==> src/rtl/alu_pipe.sv <==
// Registered, handshaked ALU with status flags, a passed-through tag and an
// optional iterative shift-add multiplier. One result slot on the output side.
module alu_pipe #(
  parameter int WIDTH  = 16,
  parameter int TAG_W  = 4,
  parameter int MUL_EN = 1
) (
  input  logic             clk,
  input  logic             rst_n,
  input  logic             in_valid,
  output logic             in_ready,
  input  logic [2:0]       opcode,
  input  logic [WIDTH-1:0] inputA,
  input  logic [WIDTH-1:0] inputB,
  input  logic [TAG_W-1:0] in_tag,
  output logic             out_valid,
  input  logic             out_ready,
  output logic [WIDTH-1:0] result,
  output logic [TAG_W-1:0] out_tag,
  output logic             flag_z,
  output logic             flag_c,
  output logic             flag_v,
  output logic             flag_ill,
  output logic             busy
);

  localparam int MSB   = WIDTH - 1;
  localparam int CNT_W = ($clog2(WIDTH) > 0) ? $clog2(WIDTH) : 1;
  localparam logic [CNT_W-1:0] CNT_LAST = CNT_W'(WIDTH - 1);

  localparam logic [2:0] OP_ADD = 3'b000;
  localparam logic [2:0] OP_SUB = 3'b001;
  localparam logic [2:0] OP_AND = 3'b010;
  localparam logic [2:0] OP_OR  = 3'b011;
  localparam logic [2:0] OP_XOR = 3'b100;
  localparam logic [2:0] OP_NOT = 3'b101;
  localparam logic [2:0] OP_MUL = 3'b110;

  typedef enum logic {
    ST_IDLE = 1'b0,
    ST_MUL  = 1'b1
  } state_t;

  state_t             state_reg, state_next;
  logic [2*WIDTH-1:0] acc_reg, acc_next;
  logic [2*WIDTH-1:0] mcand_reg, mcand_next;
  logic [WIDTH-1:0]   mplier_reg, mplier_next;
  logic [CNT_W-1:0]   cnt_reg, cnt_next;
  logic               done_reg, done_next;
  logic [TAG_W-1:0]   mtag_reg, mtag_next;

  logic               out_valid_reg, out_valid_next;
  logic [WIDTH-1:0]   result_reg, result_next;
  logic [TAG_W-1:0]   out_tag_reg, out_tag_next;
  logic               z_reg, z_next;
  logic               c_reg, c_next;
  logic               v_reg, v_next;
  logic               ill_reg, ill_next;

  logic               slot_free;
  logic               accept;
  logic               is_mul;

  logic [WIDTH:0]     add_sum;
  logic [WIDTH:0]     sub_sum;
  logic [WIDTH-1:0]   alu_res;
  logic               alu_c, alu_v, alu_ill;

  logic [2*WIDTH-1:0] partial;
  logic [2*WIDTH-1:0] prod_sum;
  logic [2*WIDTH-1:0] mul_final;
  logic               mul_last;

  logic               load_out;
  logic [WIDTH-1:0]   ld_res;
  logic [TAG_W-1:0]   ld_tag;
  logic               ld_c, ld_v, ld_ill;

  assign slot_free = !out_valid_reg || out_ready;
  assign in_ready  = (state_reg == ST_IDLE) && slot_free;
  assign accept    = in_valid && in_ready;
  assign is_mul    = (MUL_EN != 0) && (opcode == OP_MUL);

  // Carry-out of the subtract adder is the inverted borrow.
  assign add_sum = {1'b0, inputA} + {1'b0, inputB};
  assign sub_sum = {1'b0, inputA} + {1'b0, ~inputB} + {{WIDTH{1'b0}}, 1'b1};

  always_comb begin
    alu_res = '0;
    alu_c   = 1'b0;
    alu_v   = 1'b0;
    alu_ill = 1'b0;
    case (opcode)
      OP_ADD: begin
        alu_res = add_sum[WIDTH-1:0];
        alu_c   = add_sum[WIDTH];
        alu_v   = (inputA[MSB] == inputB[MSB]) && (add_sum[MSB] != inputA[MSB]);
      end
      OP_SUB: begin
        alu_res = sub_sum[WIDTH-1:0];
        alu_c   = ~sub_sum[WIDTH];
        alu_v   = (inputA[MSB] != inputB[MSB]) && (sub_sum[MSB] != inputA[MSB]);
      end
      OP_AND:  alu_res = inputA & inputB;
      OP_OR:   alu_res = inputA | inputB;
      OP_XOR:  alu_res = inputA ^ inputB;
      OP_NOT:  alu_res = ~inputA;
      // MUL only reaches this path when the multiplier is disabled.
      default: alu_ill = 1'b1;
    endcase
  end

  // Partial product for the current multiplier bit.
  generate
    for (genvar gi = 0; gi < 2*WIDTH; gi++) begin : g_partial
      assign partial[gi] = mcand_reg[gi] & mplier_reg[0];
    end
  endgenerate

  assign prod_sum  = acc_reg + partial;
  assign mul_final = done_reg ? acc_reg : prod_sum;
  assign mul_last  = done_reg || (cnt_reg == CNT_LAST);

  always_comb begin
    state_next  = state_reg;
    acc_next    = acc_reg;
    mcand_next  = mcand_reg;
    mplier_next = mplier_reg;
    cnt_next    = cnt_reg;
    done_next   = done_reg;
    mtag_next   = mtag_reg;
    load_out    = 1'b0;
    ld_res      = alu_res;
    ld_tag      = in_tag;
    ld_c        = alu_c;
    ld_v        = alu_v;
    ld_ill      = alu_ill;
    case (state_reg)
      ST_IDLE: begin
        if (accept) begin
          if (is_mul) begin
            state_next  = ST_MUL;
            acc_next    = '0;
            mcand_next  = {{WIDTH{1'b0}}, inputA};
            mplier_next = inputB;
            cnt_next    = '0;
            done_next   = 1'b0;
            mtag_next   = in_tag;
          end else begin
            load_out = 1'b1;
          end
        end
      end
      ST_MUL: begin
        if (mul_last) begin
          // Product complete: publish when the slot is free, else park it in the accumulator.
          if (slot_free) begin
            load_out   = 1'b1;
            ld_res     = mul_final[WIDTH-1:0];
            ld_tag     = mtag_reg;
            ld_c       = |mul_final[2*WIDTH-1:WIDTH];
            ld_v       = 1'b0;
            ld_ill     = 1'b0;
            state_next = ST_IDLE;
            done_next  = 1'b0;
          end else begin
            acc_next  = mul_final;
            done_next = 1'b1;
          end
        end else begin
          acc_next    = prod_sum;
          mcand_next  = mcand_reg << 1;
          mplier_next = mplier_reg >> 1;
          cnt_next    = cnt_reg + 1'b1;
        end
      end
      default: state_next = ST_IDLE;
    endcase
  end

  always_comb begin
    result_next  = result_reg;
    out_tag_next = out_tag_reg;
    z_next       = z_reg;
    c_next       = c_reg;
    v_next       = v_reg;
    ill_next     = ill_reg;
    if (load_out) begin
      out_valid_next = 1'b1;
      result_next    = ld_res;
      out_tag_next   = ld_tag;
      z_next         = (ld_res == '0);
      c_next         = ld_c;
      v_next         = ld_v;
      ill_next       = ld_ill;
    end else if (out_valid_reg && out_ready) begin
      out_valid_next = 1'b0;
    end else begin
      out_valid_next = out_valid_reg;
    end
  end

  always_ff @(posedge clk or negedge rst_n) begin
    if (!rst_n) begin
      state_reg     <= ST_IDLE;
      acc_reg       <= '0;
      mcand_reg     <= '0;
      mplier_reg    <= '0;
      cnt_reg       <= '0;
      done_reg      <= 1'b0;
      mtag_reg      <= '0;
      out_valid_reg <= 1'b0;
      result_reg    <= '0;
      out_tag_reg   <= '0;
      z_reg         <= 1'b0;
      c_reg         <= 1'b0;
      v_reg         <= 1'b0;
      ill_reg       <= 1'b0;
    end else begin
      state_reg     <= state_next;
      acc_reg       <= acc_next;
      mcand_reg     <= mcand_next;
      mplier_reg    <= mplier_next;
      cnt_reg       <= cnt_next;
      done_reg      <= done_next;
      mtag_reg      <= mtag_next;
      out_valid_reg <= out_valid_next;
      result_reg    <= result_next;
      out_tag_reg   <= out_tag_next;
      z_reg         <= z_next;
      c_reg         <= c_next;
      v_reg         <= v_next;
      ill_reg       <= ill_next;
    end
  end

  assign out_valid = out_valid_reg;
  assign result    = result_reg;
  assign out_tag   = out_tag_reg;
  assign flag_z    = z_reg;
  assign flag_c    = c_reg;
  assign flag_v    = v_reg;
  assign flag_ill  = ill_reg;
  assign busy      = (state_reg == ST_MUL);

endmodule

==> config.mk <==
export PLATFORM = sky130hd
export DESIGN_NAME = alu_pipe
export DESIGN_NICKNAME = d
export VERILOG_FILES = /design/src/rtl/alu_pipe.sv
export SDC_FILE = /design/constraint.sdc
export NUM_CORES = 1
export LEC_CHECK = 0
export ABC_AREA = 1
export CORE_UTILIZATION = 45
export CTS_CLUSTER_DIAMETER = 30
export DETAILED_ROUTE_END_ITERATION = 8
export MAX_ROUTING_LAYER = met4
export PLACE_DENSITY = 0.7
export RECOVER_POWER = 50
export SLEW_MARGIN = 40
export SYNTH_ARGS = -nofsm -noshare
export SYNTH_HDL_FRONTEND = slang
export SYNTH_SLANG_ARGS = --single-unit
==> constraint.sdc <==
create_clock -name clk -period 4.85 [get_ports clk]
set_clock_uncertainty 0.15 [all_clocks]
set_input_delay 0.485 -clock clk [delete_from_list [all_inputs] [get_ports clk]]
set_output_delay 0.485 -clock clk [all_outputs]
set_load 0.01 [all_outputs]
==> results.ini <==
[logic_synthesis]
netlist_area_um2=10700
ys_seq_area_frac=0.270
synth_seq_cells=115
netlist-cell-type-count=43
ys_warn_count=0
synthCells=1735
synth_fp_nets=1864
avgSynthCellArea_um2=6.15

[pwr]
power_mw=7.35
peakVddDrop_v=0.000273
p_per_area_nw_per_um2=603
p_leak_nw=6.71

[worst_setup_path]
end_kind=flop
r2r_slack_ns=1.31
crit_start=busy$_DFF_PN0_
worstPathMaxFanout=53
cp_data_arrival_time_ns=3.72
start_kind=flop
regToRegStartpoint=busy$_DFF_PN0_
path_class=flop to flop
cp.required_ns=5.03

[worst_hold_path]
hold_class=flop to flop
min-delay-start=out_tag[0]$_DFFE_PN0P_

[routing]
drc_errors=0
final_antenna_net_count=0
num_vias=11351
drt_pre_antenna_iters=5
drt-total-wl_mm=35.8
wl_per_cell_um=17.0
viasPerCell=5.38
drtIter0Drc=898

[timing]
final.setup.tns_ns=0
min_period_ns=3.54
setup_viol=0
fmax_ghz=0.283
holdWs_ns=0.325
final_max_slew_viol_count=76
rsz0062_at_grt=false
finalHoldViolCount=0
fin_crit_sh=0.730
tightest_slew_ns=1.90
maxSlewHeadroom=-0.266

[clock_network]
cts_setup_buffers=0
cts_sinks=115
insertion_delay_ns=0.43
clk_pin_slew_ns=0.07
cts-buffers-inserted=17
htreeDepth=4
clockRootBuffer=clkbuf_16
cts_tree=built
cts_max_path_buffers=2

[final_layout]
diodes=0
area_growth_pct=14.3
finalNetCount=1913
drive_above_1_share=0.0406

[outcome]
violations=capacitance limit, slew limit
status=finished with violations

[placed_design]
io_buffers=69
place_hpwl_mm=27.9
routabilityCongestion=1.04

[floorplan]
core-area_um2=22900
initial_core_util=0.466
die_h_um=156
die_area_um2=24300
row_count=55
chipWidth_um=156
ios=70

[grt]
grt_pass1_vias=10697
antenna_found_initial=0
grt_pass1_wl_mm=57.1
track_usage=0.314
overflow=0
grt_max_degree=76

[flow_run]
cap_violations=1

final timing paths:
path	endpoint	cells past startpoint
max	mcand_reg[8]$_DFFE_PN0P_	11
min	out_tag[0]$_DFFE_PN0P_	2
max reg2reg	mcand_reg[8]$_DFFE_PN0P_	11
min reg2reg	out_tag[0]$_DFFE_PN0P_	2
max in group asynchronous	mcand_reg[11]$_DFFE_PN0P_	3
min in group asynchronous	mplier_reg[7]$_DFFE_PN0P_	2
placed cells by master (no fill, tap or decap), drive strengths merged, types with 2 or more instances in the layout:
cell type      Yosys  routed
a21oi             50      50
a22o              13      13
clkbuf            21      20
or2                8       8
fa                 3       3
ha                83      83
clkdlybuf4s50      0      47
nand2            612     612
bufinv             0       2
clkinv             2       5
o22ai             40      40
dfrtp            115     115
xnor2              2       2
inv              286     293
a31oi             26      26
xor2               3       3
dlygate4sd3        0      22
nand3            138     138
nand3b             8       8
buf               30      10
nand4             16      16
o211ai            19      19
nor2             160     160
a22oi              6       6
o21a               2       2
nor3              11      11
o221ai             2       2
o21bai             9       9
and2               2       2
o21ai             62      62
clkinvlp           0       2
logic make-up after synthesis:
logic type / after synthesis / synth area share
flops: 115 / 0.270
fa+ha+maj: 86 / 0.103
simple gates: 955 / 0.367
xor+xnor: 5 / 0.00410
buf+inv: 339 / 0.123
compound gates: 235 / 0.134
per-layer routing:
metal  wire (um)  global-route usage  up-vias
li1            -                   -     5611
met1       15800               0.410     5278
met2       16700               0.498      395
met3        2270              0.0422       67
met4         979               0.108        0
met5           0                   -        -
synthesized netlist by cell type, drive strengths merged:
cell type / n / area [um^2]
a211oi: 1 / 7.51
a21oi: 50 / 250
a221oi: 1 / 8.76
a22o: 13 / 114
a22oi: 6 / 45.0
a311oi: 1 / 8.76
a31oi: 26 / 163
a32oi: 1 / 8.76
and2: 2 / 12.5
buf: 30 / 148
clkbuf: 21 / 78.8
clkinv: 2 / 7.51
dfrtp: 115 / 2880
fa: 3 / 60.1
ha: 83 / 1040
inv: 286 / 1070
nand2: 612 / 2300
nand3: 138 / 696
nand3b: 8 / 60.1
nand4: 16 / 100
nor2: 160 / 642
nor3: 11 / 60.1
o211ai: 19 / 143
o21a: 2 / 15.0
o21ai: 62 / 310
o21bai: 9 / 67.6
o221ai: 2 / 17.5
o22ai: 40 / 250
o2bb2ai: 1 / 8.76
o31ai: 1 / 7.51
or2: 8 / 50.1
xnor2: 2 / 17.5
xor2: 3 / 26.3
worst max-delay path, cell delays in order (launching register included):
cell	delay [ns]
dfrtp_2	0.40
buf_4	0.31
nor2_1	0.23
nand2_1	0.12
nor2_1	0.51
inv_1	0.29
nand2_1	0.16
nand2_2	0.11
inv_2	0.28
buf_4	0.44
o211ai_1	0.28
o21ai_0	0.15
report_power, final:
part / internal (mW) / total [mW] / switching, mW
registers: 1.43 / 1.78 / 0.350
clock network: 0.773 / 1.28 / 0.508
logic: 1.50 / 4.30 / 2.79
total: 3.70 / 7.35 / 3.65
stage by stage:
step,area (um^2),instances,worst slack (ns),util
4_1_cts,12200,2110,1.35,0.533
3_3_place_gp,11600,2077,1.15,0.507
2_1_floorplan,10700,1735,2.00,-
5_1_grt,12200,2110,1.02,0.532
3_5_place_dp,11600,2077,1.13,0.507
6_report,12200,2110,1.31,0.532
area by class of cell:
type | count | area (um^2)
flip-flops and latches | 115 | 2880
clock inverters | 14 | 168
clock buffers | 18 | 429
fillers | 2384 | 10700
well taps | 313 | 392
inverters | 288 | 1080
multi-input cells | 1281 | 6480
repair buffers | 81 | 776
what timing repair did:
action | in CTS | in global routing
hold endpoints to repair | 74 | 0
endpoints found under the setup margin | 0 | 0
gates resized for setup | 0 | 0
hold buffers | 1 | 0
Note: power is estimated with default switching activity, not from simulation.
